--- src/rtl/msg_buffer_pkg.sv ---
// Shared types and sizing for the message staging buffer.
// The read FSM state type and bank geometry live here.
package msg_buffer_pkg;

    typedef enum logic [1:0] {
        IDLE  = 2'd0,
        START = 2'd1,
        BUSY  = 2'd2
    } rd_state_t;

    localparam int ADDR_W_DEFAULT = 4;
    localparam int BLOCK_WORDS    = 1 << ADDR_W_DEFAULT;
    localparam int NUM_BANKS      = 2;

endpackage

--- src/rtl/msg_bank.sv ---
// One block of message storage: synchronous write port, asynchronous read
// port so the hasher sees its word in the same cycle it presents the address.
module msg_bank
    import msg_buffer_pkg::*;
#(
    parameter int DATA_W = 32,
    parameter int ADDR_W = ADDR_W_DEFAULT
) (
    input  logic              clk,
    input  logic              we,
    input  logic [ADDR_W-1:0] waddr,
    input  logic [DATA_W-1:0] wdata,
    input  logic [ADDR_W-1:0] raddr,
    output logic [DATA_W-1:0] rdata
);

    logic [DATA_W-1:0] r_mem [2**ADDR_W];

    always_ff @(posedge clk) begin
        if (we) begin
            r_mem[waddr] <= wdata;
        end
    end

    assign rdata = r_mem[raddr];

endmodule

--- src/rtl/msg_buffer.sv ---
// Ping-pong message block buffer: the writer fills one bank while the hasher
// reads the other; a bank is handed back when the hasher reports completion.
module msg_buffer
    import msg_buffer_pkg::*;
#(
    parameter int DATA_W = 32,
    parameter int ADDR_W = ADDR_W_DEFAULT
) (
    input  logic              clk,
    input  logic              rst,
    input  logic [DATA_W-1:0] wordIn,
    input  logic              wordValid,
    output logic              wordReady,
    output logic              start,
    input  logic [ADDR_W-1:0] messageAddress,
    input  logic              messageRead,
    output logic [DATA_W-1:0] messageIn,
    input  logic              dataOutValid,
    output logic              busy,
    output logic [7:0]        blocksDone
);

    localparam logic [ADDR_W-1:0] LAST_ADDR = '1;

    logic              r_wr_bank;
    logic              r_rd_bank;
    logic [ADDR_W-1:0] r_wr_count;
    logic [1:0]        r_bank_full;
    logic [7:0]        r_blocks_done;
    rd_state_t         r_state;

    rd_state_t         w_state_next;
    logic [1:0]        w_bank_full_next;
    logic              w_accept;
    logic              w_fill;
    logic              w_release;
    logic              w_start;
    logic [DATA_W-1:0] w_rdata [NUM_BANKS];
    logic              w_unused;

    // messageRead carries no state effect; it is accepted for interface symmetry.
    assign w_unused  = messageRead;

    assign wordReady = !r_bank_full[r_wr_bank];
    assign w_accept  = wordValid && wordReady;
    assign w_fill    = w_accept && (r_wr_count == LAST_ADDR);

    generate
        for (genvar gi = 0; gi < NUM_BANKS; gi++) begin : g_bank
            logic w_we;
            assign w_we = w_accept && (int'(r_wr_bank) == gi);

            msg_bank #(
                .DATA_W(DATA_W),
                .ADDR_W(ADDR_W)
            ) u_bank (
                .clk  (clk),
                .we   (w_we),
                .waddr(r_wr_count),
                .wdata(wordIn),
                .raddr(messageAddress),
                .rdata(w_rdata[gi])
            );
        end
    endgenerate

    assign messageIn = w_rdata[r_rd_bank];

    always_comb begin
        w_state_next = r_state;
        w_start      = 1'b0;
        w_release    = 1'b0;
        case (r_state)
            IDLE: begin
                if (r_bank_full[r_rd_bank]) begin
                    w_state_next = START;
                end
            end
            START: begin
                w_start      = 1'b1;
                w_state_next = BUSY;
            end
            BUSY: begin
                if (dataOutValid) begin
                    w_release    = 1'b1;
                    w_state_next = IDLE;
                end
            end
            default: w_state_next = IDLE;
        endcase
    end

    // Fill and release always target different banks, so both may apply at once.
    always_comb begin
        w_bank_full_next = r_bank_full;
        if (w_release) begin
            w_bank_full_next[r_rd_bank] = 1'b0;
        end
        if (w_fill) begin
            w_bank_full_next[r_wr_bank] = 1'b1;
        end
    end

    always_ff @(posedge clk or posedge rst) begin
        if (rst) begin
            r_wr_bank     <= 1'b0;
            r_rd_bank     <= 1'b0;
            r_wr_count    <= '0;
            r_bank_full   <= 2'b00;
            r_blocks_done <= 8'd0;
            r_state       <= IDLE;
        end else begin
            r_state     <= w_state_next;
            r_bank_full <= w_bank_full_next;
            if (w_accept) begin
                r_wr_count <= r_wr_count + 1'b1;
            end
            if (w_fill) begin
                r_wr_bank <= !r_wr_bank;
            end
            if (w_release) begin
                r_rd_bank     <= !r_rd_bank;
                r_blocks_done <= r_blocks_done + 8'd1;
            end
        end
    end

    assign start      = w_start;
    assign busy       = (r_state != IDLE);
    assign blocksDone = r_blocks_done;

endmodule

--- config.mk ---
export PLATFORM = sky130hd
export DESIGN_NAME = msg_buffer
export DESIGN_NICKNAME = d
export VERILOG_FILES = /design/src/rtl/msg_buffer_pkg.sv /design/src/rtl/msg_bank.sv /design/src/rtl/msg_buffer.sv
export SDC_FILE = /design/constraint.sdc
export NUM_CORES = 1
export LEC_CHECK = 0
export ABC_AREA = 1
export CORE_MARGIN = 2
export CORE_UTILIZATION = 28
export CTS_BUF_LIST = sky130_fd_sc_hd__clkbuf_8
export DETAILED_ROUTE_END_ITERATION = 10
export PLACE_DENSITY = 0.47
export SLEW_MARGIN = 20
export SYNTH_ARGS = -nofsm -noshare
export SYNTH_HDL_FRONTEND = slang
export SYNTH_SLANG_ARGS = --single-unit
export TNS_END_PERCENT = 1
--- constraint.sdc ---
create_clock -name clk -period 6.5 [get_ports clk]
set_input_delay 1.3 -clock clk [delete_from_list [all_inputs] [get_ports clk]]
set_output_delay 1.3 -clock clk [all_outputs]
set_load 0.02 [all_outputs]
==> flow_summary.ini, run 1 <==
[synth]
synth.distinct_cells = 30
synth_warnings = 0
synth_area_leaders = edfxtp_1 72%, nand2_1 13%, nand3_1 9.1%, buf_6 2.0%, dfrtp_1 1.1%
seq_area_frac_synth = 0.732
synth_nets = 3636
synthMuxAreaShare = 0.000264
synth_edf_count = 1024
yosysTopAreaCellShare = 0.721
synth_xor_area_frac = 0.00226
yosysMostFrequentCell = nand2_1
synth_top_family_by_area = simple AND/OR/NAND/NOR gates
syn_area_um2 = 42600
ys_ff_latch = 1042
synth_flop_cell = edfxtp_1
synthSimpleGateAreaFrac = 0.224
yosysTopAreaCell = edfxtp_1
async_reset_ff_frac = 0.0173
synth_adder_area_share = 0.00147
syn_area_per_cell_um2 = 11.9
synth-compound-area-share = 0.000939
synth.top_cells.by_count = 1453 x nand2_1, 1024 x edfxtp_1, 779 x nand3_1, 89 x buf_2, 77 x buf_6
synth_cells = 3590

[floorplanning]
rows = 143
start_util = 0.281
die_h_um = 394
die_area_um2 = 155000
io_pins = 84
core_um2 = 152000
die_x_um = 394

[timing]
fmax_mhz = 186
fin_skew_ns = 0.0263
relSlewSlack = 0.225
finalCritPeriodShare = 0.825
rsz0062_at_grt = no
setup_viol = 0
min_period_ns = 5.36
hold_viol_final = 0
setup_tns_ns = 0
slew_viol_final = 0
worstMarginPinSlew_ns = 1.16
hold_slack_ns = 0.478

[cts]
htree_levels = 4
cts_hold_buf = 0
post_cts_buffers = 0
root_buffer = clkbuf_8
cts-buffers-inserted = 171
cts_resized = 0
clockBufferDepth = 3
clock_latency_ns = 0.87
cts_tree = built
path_clk_slew_ns = 0.06
cts_sinks = 1042

[power]
power_density_nw_per_um2 = 313
ir_drop_uv = 182
finalPower_uw = 15100
p_leak_uw = 0.0176

[setup_path]
critPathLaunchType = input port
worst_setup_path_end_kind = output pin
worstSetupPathType = input port to output pin
worstSetupStartpoint = messageAddress[0]
cp.arrival_ns = 4.06
crit_required_ns = 5.20
worst-path-max-fanout = 132
rr_startpoint = r_wr_bank

[placement]
dp_cells = 5565
gp_congestion = 0.737
dp_hpwl_mm = 65.9
io_buffers = 82
placed_cell_area_um2 = 45500

[hold_path]
hp-class = flop to flop
min_from = blocksDone[7]

[global_routing]
globalRouteMet1Util = 0.204
met3_usage = 0.0296
grt_max_degree = 133
grt-busiest-layer = met2
grt_pass1_wl_mm = 183
use_met2 = 0.274
antenna_found_initial = 15
overflow = 0
grtUsageTotal = 0.160
grt_pass1_vias = 26200

[routing]
ant_nets = 0
drt_iter0_drc = 1920
wirelength_mm = 126
vias = 26900
dr.pass1.iters = 6
wl_per_cell_um = 21.4
vias_per_cell = 4.58
route.detailed.drc = 0

[job]
drv_cap = 0

[final_layout]
syn_to_final_growth_pct = 13.6
fin_area_um2 = 48400
final_nets = 3754
drive_gt1_frac = 0.0907
fin_cells = 5870

[status]
outcome = finished clean
-- cells in the final DEF (no fill, tap or decap), drive strengths merged, types with 3 or more instances in the layout --
cell / count
nand2: 1455
edfxtp: 1024
nand3: 780
clkbuf: 174
buf: 109
inv: 105
clkdlybuf4s50: 57
clkinv: 38
nor2: 35
dfrtp: 18
xor2: 9
nor3: 6
ha: 5
clkinvlp: 5
o21ai: 5
diode: 3
bufinv: 3
-- power by group --
part           switching (uW)  total, uW  leakage, uW  internal, uW
combinational            1520       2060      0.00634           538
sequential                102       7860      0.00943          7750
clock                    2620       5220      0.00181          2600
-- per-stage QoR --
stage	setup WS [ns]	utilization
6_report	1.14	0.320
5_1_grt	0.886	0.319
4_1_cts	1.08	0.320
3_5_place_dp	1.08	0.300
3_3_place_gp	1.06	0.300
2_1_floorplan	2.22	-
-- layout make-up --
type / count / area (um^2)
fill: 15400 / 103000
sequential: 1042 / 31200
multi-input combinational: 2304 / 9990
tap: 2030 / 2540
clock buffer: 174 / 2390
timing repair buffer: 166 / 1540
clock inverter: 128 / 634
inverter: 23 / 116
antenna: 3 / 7.51
-- sequential cells by signal, summed over array words and instances (netlist names) --
name and cells:
blocksDone 8, g_bank.u_bank.r_mem 1024, r_bank_full 2, r_rd_bank 1
r_state 2, r_wr_bank 1, r_wr_count 4
-- logic make-up (layout without fill, tap and decap cells) --
| family | after synthesis | count (layout) |
|---|---|---|
| muxes | 1 | 1 |
| xor gates and xnor gates | 11 | 11 |
| buffers and inverters | 244 | 491 |
| and+or+nand+nor | 2280 | 2280 |
| AOI/OAI and AO/OA | 7 | 7 |
| DFF | 1042 | 1042 |
| adders and majority gates | 5 | 5 |
| other | 0 | 3 |
-- metal layers --
layer | part of all wire | wire, um | vias up
met5 | 0.00072 | 90 | -
met4 | 0.025 | 3090 | 12
met3 | 0.042 | 5250 | 216
met2 | 0.50 | 62800 | 595
met1 | 0.43 | 54300 | 13300
li1 | - | - | 12800
-- path summary, 6_finish.rpt --
path                       slack, ns  cells after the start                            end
hold / removal                  0.48                      1                  blocksDone[7]
max in group asynchronous       5.08                      2                      r_rd_bank
hold reg to reg                 0.48                      1                  blocksDone[7]
min in group asynchronous       0.88                      2                  blocksDone[4]
setup / recovery                1.14                     12                   messageIn[1]
setup reg to reg                3.09                      7  g_bank[1].u_bank.r_mem[4][16]
-- critical path, stage by stage --
cell and delay (ns):
buf_8 0.24, inv_16 0.53, buf_4 0.40, nand2_1 0.09, nand3_1 0.08, nand3_1 0.09
nand2_1 0.08, nand2_1 0.05, nand2_1 0.10, nand2_1 0.05, nand2_1 0.24, clkdlybuf4s50_1 0.66
Note: power is estimated with default switching activity, not from simulation.
==> inputs of run 2 (changes only) <==
--- a/config.mk
+++ b/config.mk
@@ -10,7 +10,7 @@
 export CORE_UTILIZATION = 28
 export CTS_BUF_LIST = sky130_fd_sc_hd__clkbuf_8
 export DETAILED_ROUTE_END_ITERATION = 10
-export PLACE_DENSITY = 0.47
+export PLACE_DENSITY = 0.49
 export SLEW_MARGIN = 20
 export SYNTH_ARGS = -nofsm -noshare
 export SYNTH_HDL_FRONTEND = slang
==> constraint.sdc (replaced) <==
create_clock -name clk -period 4.7 [get_ports clk]
set_input_delay 0.94 -clock clk [delete_from_list [all_inputs] [get_ports clk]]
set_output_delay 0.94 -clock clk [all_outputs]
set_load 0.02 [all_outputs]
==> run 2 against run 1 <==
  * Register-to-register slack got worse by 1.4 ns
  * Non-clock buffer count increased by 40
  * Highest routed layer unchanged
  * Combinational power increased by 42%
  * Critical path type unchanged
  * Power is 38% higher
  * Count of clock-buffer cells in the layout decreased by 4
  * Critical endpoint is now messageIn[12]
  * Final cell count is 0.49% higher
==> flow_summary.ini, run 2 (synthesis gave the netlist of run 1 again) <==
[setup_path]
worst-path-max-fanout = 63
cp.arrival_ns = 3.25
critPathLaunchType = input port
crit_required_ns = 3.76
worstSetupPathType = input port to output pin
worst_setup_path_end_kind = output pin
worstSetupStartpoint = messageAddress[0]
rr_startpoint = r_bank_full[0]

[cts]
cts_hold_buf = 0
root_buffer = clkbuf_8
cts_resized = 0
cts_sinks = 1042
path_clk_slew_ns = 0.06
clock_latency_ns = 0.87
cts-buffers-inserted = 168
clockBufferDepth = 3
htree_levels = 4
post_cts_buffers = 0
cts_tree = built

[routing]
wirelength_mm = 123
ant_nets = 0
vias = 27300
wl_per_cell_um = 20.9
dr.pass1.iters = 7
route.detailed.drc = 0
vias_per_cell = 4.62
drt_iter0_drc = 2225

[final_layout]
final_util = 0.323
final_nets = 3791
final_cell_mix = 1453 x nand2_1, 1024 x edfxtp_1, 779 x nand3_1
largest_reg_flops = 1024
layout_commonest_cell = nand2_1
drive_gt1_frac = 0.101
syn_to_final_growth_pct = 14.9
regMostFlops = g_bank.u_bank.r_mem

[floorplanning]
die_area_um2 = 155000
die_x_um = 394
start_util = 0.281
io_pins = 84
rows = 143
die_h_um = 394
core_um2 = 152000

[global_routing]
grt_pass1_vias = 26700
grt_pass1_wl_mm = 181
antenna_found_initial = 6
grtUsageTotal = 0.157
grt_max_degree = 103
overflow = 0

[timing]
slew_viol_final = 0
setup_viol = 0
worstMarginPinSlew_ns = 1.05
relSlewSlack = 0.295
hold_slack_ns = 0.476
fin_skew_ns = 0.0208
hold_viol_final = 0
min_period_ns = 4.19
setup_tns_ns = 0
finalCritPeriodShare = 0.891
rsz0062_at_grt = no
fmax_mhz = 239

[power]
power_density_nw_per_um2 = 427
p_leak_uw = 0.0178
p_seq_frac = 0.520
ir_drop_uv = 261
switching_share = 0.278
intPower_uw = 15100
switching_power_uw = 5800
p_comb_frac = 0.140
clkPwrFrac = 0.340

[hold_path]
min_from = blocksDone[7]
hp-class = flop to flop

[placement]
dp_hpwl_mm = 65.5
gp_congestion = 0.758
io_buffers = 82

[status]
outcome = finished clean

[job]
drv_cap = 0
## run 2: through the flow
step / area (um^2) / setup WS, ns / std cells / power [uW]
5_1_grt: 49000 / 0.377 / 5899 / 21800
3_3_place_gp: 46100 / 0.524 / 5605 / 14000
6_report: 49000 / 0.513 / 5899 / 20900
4_1_cts: 49100 / 0.521 / 5897 / 21200
2_1_floorplan: 42600 / 0.779 / 3590 / 12500
3_5_place_dp: 46100 / 0.539 / 5605 / 14000
## run 2: critical path, stage by stage
cell             delay [ns]
buf_8                  0.15
inv_16                 0.29
buf_12                 0.32
nand2_1                0.10
nand3_1                0.08
nand3_1                0.08
nand2_1                0.08
nand2_1                0.04
nand2_1                0.08
nand2_1                0.05
nand2_1                0.26
clkdlybuf4s50_1        0.67
## run 2: area by class of cell
| cell class | count | area [um^2] |
|---|---|---|
| clock buffers | 170 | 2340 |
| inverters | 23 | 116 |
| repair buffers | 206 | 2170 |
| diodes | 2 | 5.00 |
| well taps | 2030 | 2540 |
| fillers | 15300 | 103000 |
| flip-flops and latches | 1042 | 31200 |
| multi-input cells | 2304 | 9990 |
| clock inverters | 122 | 626 |
## run 2: path summary, 6_finish.rpt
kind | endpoint | slack [ns] | cells after the start
max | messageIn[12] | 0.51 | 12
min | blocksDone[7] | 0.48 | 1
max reg2reg | g_bank[1].u_bank.r_mem[2][29] | 1.70 | 7
min reg2reg | blocksDone[7] | 0.48 | 1
max in group asynchronous | r_rd_bank | 3.60 | 2
min in group asynchronous | blocksDone[3] | 0.55 | 2
## run 2: per-layer routing
metal  track usage  up-vias  share of wire
met2         0.265      580           0.49
met5             0        -        0.00037
met3        0.0288      204          0.043
met4        0.0495        8          0.023
met1         0.203    13600           0.44
li1              -    12800              -
## run 2: power by group through the flow
stage / Combinational, uW / Clock (uW) / Sequential (uW)
floorplan: 1480 / 0 / 11100
global placement: 2970 / 0 / 11100
detailed placement: 2980 / 0 / 11100
CTS: 2990 / 7330 / 10900
global route: 3160 / 7690 / 10900
finish: 2920 / 7110 / 10900
